--- src/rtl/mdu_pkg.sv ---
// Shared definitions for the iterative multiply/divide unit: op codes,
// FSM state type and iteration count.
package mdu_pkg;

  typedef enum logic [1:0] {
    OP_MULTU = 2'b00,
    OP_MULT  = 2'b01,
    OP_DIVU  = 2'b10,
    OP_DIV   = 2'b11
  } op_e;

  typedef enum logic [1:0] {
    S_IDLE,
    S_CALC,
    S_FINISH
  } state_e;

  // One radix-2 step per operand bit.
  function automatic int unsigned iter_count(input int unsigned width);
    return width;
  endfunction

endpackage

--- src/rtl/iter_muldiv_if.sv ---
// Request/result bundle of the iterative multiply/divide unit.
interface iter_muldiv_if #(
  parameter int WIDTH = 32
);
  logic             start;
  logic             flush;
  logic [1:0]       op;
  logic [WIDTH-1:0] a;
  logic [WIDTH-1:0] b;
  logic             busy;
  logic             done;
  logic             div0;
  logic [WIDTH-1:0] hi;
  logic [WIDTH-1:0] lo;

  modport master (output start, flush, op, a, b,
                  input  busy, done, div0, hi, lo);
  modport slave  (input  start, flush, op, a, b,
                  output busy, done, div0, hi, lo);
endinterface

--- src/rtl/mdu_addsub.sv ---
// WIDTH+1-bit adder/subtractor shared by shift-add multiply and
// restoring divide; cout=1 on subtract means no borrow.
module mdu_addsub #(
  parameter int WIDTH = 32
) (
  input  logic [WIDTH:0] x,
  input  logic [WIDTH:0] y,
  input  logic           sub,
  output logic [WIDTH:0] res,
  output logic           cout
);
  logic [WIDTH+1:0] sum;

  assign sum  = {1'b0, x} + {1'b0, (sub ? ~y : y)} + {{(WIDTH+1){1'b0}}, sub};
  assign res  = sum[WIDTH:0];
  assign cout = sum[WIDTH+1];
endmodule

--- src/rtl/iter_muldiv.sv ---
// Iterative radix-2 multiply/divide unit with fixed WIDTH+2 cycle latency,
// signed/unsigned ops, flush and divide-by-zero reporting.
module iter_muldiv
  import mdu_pkg::*;
#(
  parameter int WIDTH = 32,
  parameter int CNT_W = $clog2(WIDTH) + 1
) (
  input logic         clk,
  input logic         rst_n,
  iter_muldiv_if.slave bus
);
  state_e                 state, state_nx;
  op_e                    op_q;
  logic [2*WIDTH:0]       acc, acc_nx;
  logic [WIDTH-1:0]       opb_q;
  logic                   neg_q, rneg_q;
  logic [CNT_W-1:0]       cnt;
  logic                   load, step, fin;

  logic                   is_div, is_div_in, is_signed_in, sa, sb;
  logic [WIDTH-1:0]       mag_a, mag_b;
  logic [WIDTH:0]         as_x, as_y, as_res;
  logic                   as_sub, as_cout;
  logic [2*WIDTH-1:0]     prod_s;
  logic [WIDTH:0]         rem_s;
  logic [WIDTH-1:0]       quo_s, res_hi, res_lo;
  logic                   dz;

  assign bus.busy = (state != S_IDLE);

  always_ff @(posedge clk or negedge rst_n) begin
    if (!rst_n) state <= S_IDLE;
    else        state <= state_nx;
  end

  // Flush outranks both stepping and the FINISH write-back.
  always_comb begin
    state_nx = state;
    load     = 1'b0;
    step     = 1'b0;
    fin      = 1'b0;
    unique case (state)
      S_IDLE:
        if (bus.start && !bus.flush) begin
          load     = 1'b1;
          state_nx = S_CALC;
        end
      S_CALC:
        if (bus.flush) state_nx = S_IDLE;
        else begin
          step = 1'b1;
          if (cnt == CNT_W'(1)) state_nx = S_FINISH;
        end
      S_FINISH: begin
        state_nx = S_IDLE;
        fin      = !bus.flush;
      end
      default: state_nx = S_IDLE;
    endcase
  end

  // Operand magnitudes; the most-negative value maps to 2^(WIDTH-1) unsigned.
  always_comb begin
    is_signed_in = (op_e'(bus.op) == OP_MULT) || (op_e'(bus.op) == OP_DIV);
    is_div_in    = (op_e'(bus.op) == OP_DIVU) || (op_e'(bus.op) == OP_DIV);
    sa           = is_signed_in && bus.a[WIDTH-1];
    sb           = is_signed_in && bus.b[WIDTH-1];
    mag_a        = sa ? -bus.a : bus.a;
    mag_b        = sb ? -bus.b : bus.b;
  end

  assign is_div = (op_q == OP_DIVU) || (op_q == OP_DIV);

  mdu_addsub #(.WIDTH(WIDTH)) u_addsub (
    .x    (as_x),
    .y    (as_y),
    .sub  (as_sub),
    .res  (as_res),
    .cout (as_cout)
  );

  // acc = {upper W+1 bits, lower W bits}: product halves or remainder/quotient.
  always_comb begin
    if (is_div) begin
      as_x   = acc[2*WIDTH-1:WIDTH-1];
      as_y   = {1'b0, opb_q};
      as_sub = 1'b1;
      acc_nx = {(as_cout ? as_res : as_x), acc[WIDTH-2:0], as_cout};
    end else begin
      as_x   = {1'b0, acc[2*WIDTH-1:WIDTH]};
      as_y   = acc[0] ? {1'b0, opb_q} : '0;
      as_sub = 1'b0;
      acc_nx = {1'b0, as_res, acc[WIDTH-1:1]};
    end
  end

  always_comb begin
    prod_s = neg_q  ? -acc[2*WIDTH-1:0] : acc[2*WIDTH-1:0];
    quo_s  = neg_q  ? -acc[WIDTH-1:0]   : acc[WIDTH-1:0];
    rem_s  = rneg_q ? -acc[2*WIDTH:WIDTH] : acc[2*WIDTH:WIDTH];
    dz     = is_div && (opb_q == '0);
    res_hi = is_div ? rem_s[WIDTH-1:0] : prod_s[2*WIDTH-1:WIDTH];
    res_lo = dz ? '1 : (is_div ? quo_s : prod_s[WIDTH-1:0]);
  end

  always_ff @(posedge clk or negedge rst_n) begin
    if (!rst_n) begin
      acc      <= '0;
      opb_q    <= '0;
      op_q     <= OP_MULTU;
      neg_q    <= 1'b0;
      rneg_q   <= 1'b0;
      cnt      <= '0;
      bus.hi   <= '0;
      bus.lo   <= '0;
      bus.done <= 1'b0;
      bus.div0 <= 1'b0;
    end else begin
      bus.done <= 1'b0;
      bus.div0 <= 1'b0;
      if (load) begin
        op_q   <= op_e'(bus.op);
        neg_q  <= sa ^ sb;
        rneg_q <= sa;
        opb_q  <= is_div_in ? mag_b : mag_a;
        acc    <= {{(WIDTH+1){1'b0}}, (is_div_in ? mag_a : mag_b)};
        cnt    <= CNT_W'(iter_count(WIDTH));
      end else if (step) begin
        acc <= acc_nx;
        cnt <= cnt - CNT_W'(1);
      end else if (fin) begin
        bus.hi   <= res_hi;
        bus.lo   <= res_lo;
        bus.done <= 1'b1;
        bus.div0 <= dz;
      end
    end
  end
endmodule

--- src/flat_wrapper.sv ---
// flat-port wrapper written by rule: the top's interface ports become plain ports
module iter_muldiv_flat import mdu_pkg::*;
#(
  parameter int WIDTH = 32,
  parameter int CNT_W = $clog2(WIDTH) + 1
)
  (clk, rst_n, bus_start, bus_flush, bus_op, bus_a, bus_b, bus_busy, bus_done, bus_div0, bus_hi, bus_lo);
  iter_muldiv_if #(.WIDTH(WIDTH)) bus_i ();
  input logic clk;
  input logic rst_n;
  input wire logic [$bits(bus_i.start)-1:0] bus_start;
  input wire logic [$bits(bus_i.flush)-1:0] bus_flush;
  input wire logic [$bits(bus_i.op)-1:0] bus_op;
  input wire logic [$bits(bus_i.a)-1:0] bus_a;
  input wire logic [$bits(bus_i.b)-1:0] bus_b;
  output wire logic [$bits(bus_i.busy)-1:0] bus_busy;
  output wire logic [$bits(bus_i.done)-1:0] bus_done;
  output wire logic [$bits(bus_i.div0)-1:0] bus_div0;
  output wire logic [$bits(bus_i.hi)-1:0] bus_hi;
  output wire logic [$bits(bus_i.lo)-1:0] bus_lo;
  assign bus_i.start = bus_start;
  assign bus_i.flush = bus_flush;
  assign bus_i.op = bus_op;
  assign bus_i.a = bus_a;
  assign bus_i.b = bus_b;
  assign bus_busy = bus_i.busy;
  assign bus_done = bus_i.done;
  assign bus_div0 = bus_i.div0;
  assign bus_hi = bus_i.hi;
  assign bus_lo = bus_i.lo;
  iter_muldiv #(.WIDTH(WIDTH), .CNT_W(CNT_W)) u_core (.clk(clk), .rst_n(rst_n), .bus(bus_i));
endmodule
--- config.mk ---
export PLATFORM = sky130hd
export DESIGN_NAME = iter_muldiv_flat
export DESIGN_NICKNAME = d
export VERILOG_FILES = /design/src/rtl/mdu_pkg.sv /design/src/rtl/iter_muldiv_if.sv /design/src/rtl/mdu_addsub.sv /design/src/rtl/iter_muldiv.sv /design/src/flat_wrapper.sv
export SDC_FILE = /design/constraint.sdc
export NUM_CORES = 1
export LEC_CHECK = 0
export CAP_MARGIN = 5
export CELL_PAD_IN_SITES_DETAIL_PLACEMENT = 0
export CELL_PAD_IN_SITES_GLOBAL_PLACEMENT = 1
export CORE_AREA = 2 2 188 190
export DETAILED_ROUTE_END_ITERATION = 10
export DIE_AREA = 0 0 190 192
export PLACE_DENSITY_LB_ADDON = 0.1
export SLEW_MARGIN = 5
export SYNTH_ARGS = -nofsm -noshare
export SYNTH_HDL_FRONTEND = slang
export SYNTH_SLANG_ARGS = --single-unit
export TNS_END_PERCENT = 1
--- constraint.sdc ---
create_clock -name clk -period 4.18 [get_ports clk]
set_clock_uncertainty 0.2 [all_clocks]
set_input_delay 0.418 -clock clk [delete_from_list [all_inputs] [get_ports clk]]
set_output_delay 0.418 -clock clk [all_outputs]
set_load 0.03 [all_outputs]
---- Word level (Yosys, flattened, before mapping) ----
Index checks and enable logic that the tools add are counted.
Widths: inputs -> output; s select.
word-level totals
  register bits after elaboration ......... 174
  latch bits .............................. 0
  RAM bits ................................ 0
  memory bits (read-only) ................. 0
  input port bits ......................... 70
  output and inout port bits .............. 67
  word-level logic and storage cells ...... 83
  memories ................................ 0
cells by class
  add/sub/neg operators ................... 8
  $mul .................................... 0
  div/mod/pow operators ................... 0
  order comparisons ....................... 0
  eq/ne operators ......................... 10
  shift operators ......................... 0
  multiplexer cells ....................... 36
  bitwise logic cells ..................... 4
  reductions and logical operators ........ 14
operator list
  operator             count
  $mux 32              11
  $mux 64              4
  $neg 32->32          4
  $mux 33              3
  $neg 64->64          1
  $add 33x33->34       1
  $add 34x1->34        1
  $not 33->33          1
  $logic_not 32->1     1
  $mux 1               12
  $mux 6               2
  $eq 2x2->1 const B   5
  $eq 6x1->1 const B   1
  $mux 2               3
  $sub 6x1->6 const B  1
  $eq 2x1->1 const B   2
  $logic_and 1x1->1    4
  $pmux 2 s2           1
  $reduce_bool 2->1    2
  $logic_or 1x1->1     3
  $ne 3x2->1 const B   1
  $reduce_and 3->1     1
  $logic_not 2->1      1
  $ne 2x1->1 const B   1
  4 further kinds      5

---- Longest topological paths before layout ----
  depth after elaboration ................. 11
  depth in mapped cells ................... 18
  gate-level depth less buffers ........... 13

---- Cells and area by module ----
A second synthesis with hierarchy kept.
second synthesis, totals
  cells, all modules ...................... 1723
  area, all modules ....................... 13933.4 µm²
by module, submodules not included
  module       instances  cells an instance  area each (µm²)  seq. area each (µm²)
  iter_muldiv  1          1426               11788.8          4329.2
  mdu_addsub   1          297                2144.6           0.0

---- Worst setup path before layout ----
No wires, ideal clock.
  path kind ............................... register to register
  from .................................... register u_core.op_q[1]
  to ...................................... register u_core.acc[62]
  setup time .............................. 0.122 ns
  data arrival time ....................... 4.084 ns
  required time ........................... 3.858 ns
  setup slack ............................. -0.225 ns
  stages on the path, launching flop included .. 16
  buffers on the path ..................... 5
  clock period less this slack ............ 4.405 ns
  path through ............................ dfrtp_1 clkbuf_1 clkbuf_1 clkbuf_1 mux2_2 ha_1 clkbuf_1 a21oi_1 o211ai_1 a221o_1 a221oi_1 a21bo_2 or2_1 buf_2 o221a_2 a32o_1
between the ends
  cells in the longest elaborated chain, start to end .. 11
  elaborated cells between the ends (all ways) .. 14
  classes of those cells .................. add/sub (2); eq/ne (2); mux (8); bitwise (1); reduce/logical (1)
ends and longest elaborated chain
  item                    RTL line            text
  start, declared         iter_muldiv.sv:14   op_e op_q;
  start signal, assigned  iter_muldiv.sv:123  op_q <= op_e'(bus.op);
  $eq 2x2->1              iter_muldiv.sv:73   assign is_div = (op_q == OP_DIVU) || (op_q == OP_DIV);
  $logic_or 1x1->1 *      iter_muldiv.sv:73
  $mux 33                 iter_muldiv.sv:85   if (is_div) begin
  $not 33->33             mdu_addsub.sv:14    assign sum = {1'b0, x} + {1'b0, (sub ? ~y : y)} + {{(WIDTH+1){1'b0}}, sub};
  $mux 33                 mdu_addsub.sv:14
  $add 33x33->34          mdu_addsub.sv:14
  $add 34x1->34           mdu_addsub.sv:14
  $mux 32                 iter_muldiv.sv:89   acc_nx = {(as_cout ? as_res : as_x), acc[WIDTH-2:0], as_cout};
  $mux 64 *               iter_muldiv.sv:85
  $mux 64 *               iter_muldiv.sv:129  end else if (step) begin
  $mux 64 *               iter_muldiv.sv:122  if (load) begin
  end signal, assigned    iter_muldiv.sv:127  acc <= {{(WIDTH+1){1'b0}}, (is_div_in ? mag_a : mag_b)};
  end signal, assigned    iter_muldiv.sv:130  acc <= acc_nx;
  end, declared           iter_muldiv.sv:15   logic [2*WIDTH:0] acc, acc_nx;
Every way passes the cells marked *; elsewhere a longest branch is shown, timed or not. The select of a mux whose other input is x is not followed.
A chain may end at the register's enable or synchronous reset.

---- Worst setup path in the final report ----
  from .................................... register u_core.op_q[1]
  to ...................................... register u_core.acc[57]
The elaborated chain is that of the path after synthesis.

==> key figures <==
Min path
  – Min-delay src: bus_op[1]
  – Tightest Hold Check Type: primary input to flop

Floorplan
  – Initial core utilization: between 30% and 40%
  – Total I/O pin count: between 100 and 150
  – Die X: around 190 microns
  – Core area: about 34000 sq um
  – Die height: about 190 microns
  – DIE AREA: 36480 sq um
  – Placement row count: 68

CTS
  – Post-CTS Setup Bufs: 0
  – CTS tree: yes
  – H-tree depth: 4
  – Worst skew pair latency: 0.45 ns
  – Clk sink count: 173
  – Clock buffer depth: 2
  – TritonCTS buffer count: 17
  – Clk pin slew, worst setup/hold paths: roughly 0.070 ns
  – Root Buffer: clkbuf_16

Setup path
  – Critical path type: flop to flop
  – CP Launch Point: u_core.op_q[1]$_DFFE_PN0P_
  – Critical Path AT: 4.05 ns
  – Crit path launch type: flop
  – Critical Path RT: around 4.3 ns
  – Worst r2r src: u_core.op_q[1]$_DFFE_PN0P_
  – Crit. End Element: flop
  – Maximum fanout along the worst path: 18

Place
  – Post-DP HPWL: roughly 34000 microns
  – I/O Buffers: between 100 and 150
  – Global placement routability congestion: 0.8866
  – Cells after DPL: 2217

Power
  – PD cells: between 600 and 700 nW/um^2
  – VDD IR max: 388.8 uV
  – Lkg Pwr: roughly 0.0065 uW
  – Pwr Total: about 10000 uW

Timing
  – Min Hold Slack: 0.2594 ns
  – Final Slew Violations: 0
  – Relative slew slack: about 16%
  – Worst Tran Pin Value: ~1.3 ns
  – Setup TNS: 0 ns
  – Tmin final: roughly 3.9 ns
  – Final Hold Vio Count: 0
  – Tcrit/Tclk final: between 90% and 100%
  – Final setup fails: 0
  – RSZ-0062 raised after global routing: false
  – F_max: about 0.26 GHz

Cells and area
  – Layout Utilization: 46.42%
  – P&R area growth vs syn: 19.57%
  – Share of post-route cells with drive strength above 1: a little under a tenth
  – Ant. Diodes: 0
  – Most common cell after layout, fill and taps aside: nand2_1
  – Layout Cells excl Fill: 2250
  – Final nets: between 1.5k and 2k
  – Most frequent cells in the layout: nand2_1 (280), o21ai_0 (229), dfrtp_1 (172), clkdlybuf4s50_1 (134), nor2_1 (127)

Route
  – Vias: roughly 13k
  – WL/cell: between 20 and 25 microns
  – Vias per cell: ~5.7
  – Iteration-0 DRC Markers: ~960
  – Final WL: approximately 45000 microns
  – Detailed Routing Iterations Pass 1: 5
  – Detail Route Antenna Nets: 0
  – DRC violations left: 0

Global route
  – Largest net degree at the start of global routing: between 100 and 150
  – Remaining Overflow, GRT: 0
  – First-pass GRT wire length: between 70000 and 80000 microns
  – GRT Overall Usage: around a quarter
  – Number of global-route vias before repair: 12.02k
  – Initial antenna violation count: 0

Outcome
  – Outcome: finished, final reports clean

Synth
  – Top_reg_cell synth: dfrtp_1
  – Synth top area share: about a third
  – Mapped Nets: 1795
  – Cell variety after synth: 74
  – FFs w/ async S/R, synth: 100.0%
  – Synth area leader: dfrtp_1
  – Synth Cell Area: roughly 13000 sq um
  – Synth area leaders: dfrtp_1 (33%), o21ai_0 (8.6%), nand2_1 (7.9%)
  – Seq cells post-synth: around 170
  – Number of synthesized flops with an enable pin: 0
  – Sequential share of the synthesized area: approximately 33%
  – Avg Synthesized Cell Area: a little under 8 sq um
  – Ys Warns: 0
  – Post-synthesis instance total: roughly 1.7k

Job
  – Max cap viols: 0
-- cells by family (layout without fill, tap and decap cells) --
family                   Yosys count  count (layout)  share of synthesized area [%]
multiplexers                      69              69                          5.460
adder cells (fa/ha/maj)           38              38                          3.628
AO/OA/AOI/OAI                    522             522                          24.21
AND/OR/NAND/NOR                  578             578                          19.61
XOR/XNOR                         153             153                          10.07
flip-flops                       173             173                          32.52
buffers and inverters            154             262                          4.511
-- per-stage QoR --
stage                     area (sq um)  setup slack (ns)
after floorplan                  13320           0.01221
after global placement           15290            0.1596
after detailed placement         15290            0.1175
after CTS                        15900           0.08243
after global routing             15920           0.07033
final                            15920            0.2610
-- registers in the layout (all words and copies together) (netlist names), 2 cells and up --
register	cells
u_core.acc	64
u_core.cnt	6
u_core.bus.hi	32
u_core.state	2
u_core.opb_q	32
u_core.bus.lo	32
-- synthesized netlist by cell type, types with 34 or more instances --
cell	n
nor3_1	34
xor2_1	60
ha_1	37
o21ai_0	229
clkbuf_1	110
o221ai_1	45
nor2_1	129
a21oi_1	94
dfrtp_1	173
xnor2_1	93
mux2i_1	40
nand2_1	281
-- final timing paths --
path	end	slack (ns)	cells past startpoint
setup / recovery	u_core.acc[57]$_DFFE_PN0N_	0.26	13
setup reg to reg	u_core.acc[57]$_DFFE_PN0N_	0.26	13
hold reg to reg	u_core.bus.lo[16]$_DFFE_PN0P_	0.26	2
hold / removal	u_core.opb_q[2]$_DFFE_PN0P_	0.26	3
min in group asynchronous	u_core.bus.done$_DFF_PN0_	0.47	2
max in group asynchronous	u_core.acc[59]$_DFFE_PN0N_	2.22	3
-- worst max-delay path: stages, from the launching register on --
cell	delay [ns]
dfrtp_4	0.51
buf_4	0.30
mux2_2	0.37
ha_1	0.43
nand4_1	0.22
nor3_2	0.24
o211ai_1	0.20
a31oi_1	0.26
a21bo_2	0.19
buf_4	0.14
nand2_1	0.10
buf_4	0.21
o22a_1	0.17
a32o_1	0.25
-- metal layers --
metal | track usage, % | up-vias | share of wire, %
met1 | 37.90 | 6128 | 50
met5 | 0 | - | 0
met2 | 37.90 | 373 | 43
li1 | - | 6255 | -
met4 | 6.649 | 0 | 1.9
met3 | 2.997 | 38 | 5.0
-- where the power goes --
group          switching, uW  total, uW  internal, uW  leakage (uW)
logic                   3100       5330          2230       0.00397
clock network            744       1680           936      0.000291
registers                780       2900          2120       0.00227
-- final cells by class --
cell class | count | area [sq um]
flip-flops and latches | 173 | 4333
fillers | 3468 | 18370
multi-input cells | 1360 | 8419
inverters | 26 | 97.59
well taps | 455 | 569.3
clock inverters | 11 | 128.9
clock buffers | 21 | 470.5
repair buffers | 204 | 1899
-- what timing repair did --
item | CTS | global route
hold endpoints to repair | 99 | 0
setup endpoints to repair | 0 | 25
gates resized for setup | 0 | 6
hold buffers | 1 | 0
No activity file was read; power rests on OpenSTA's default activity.
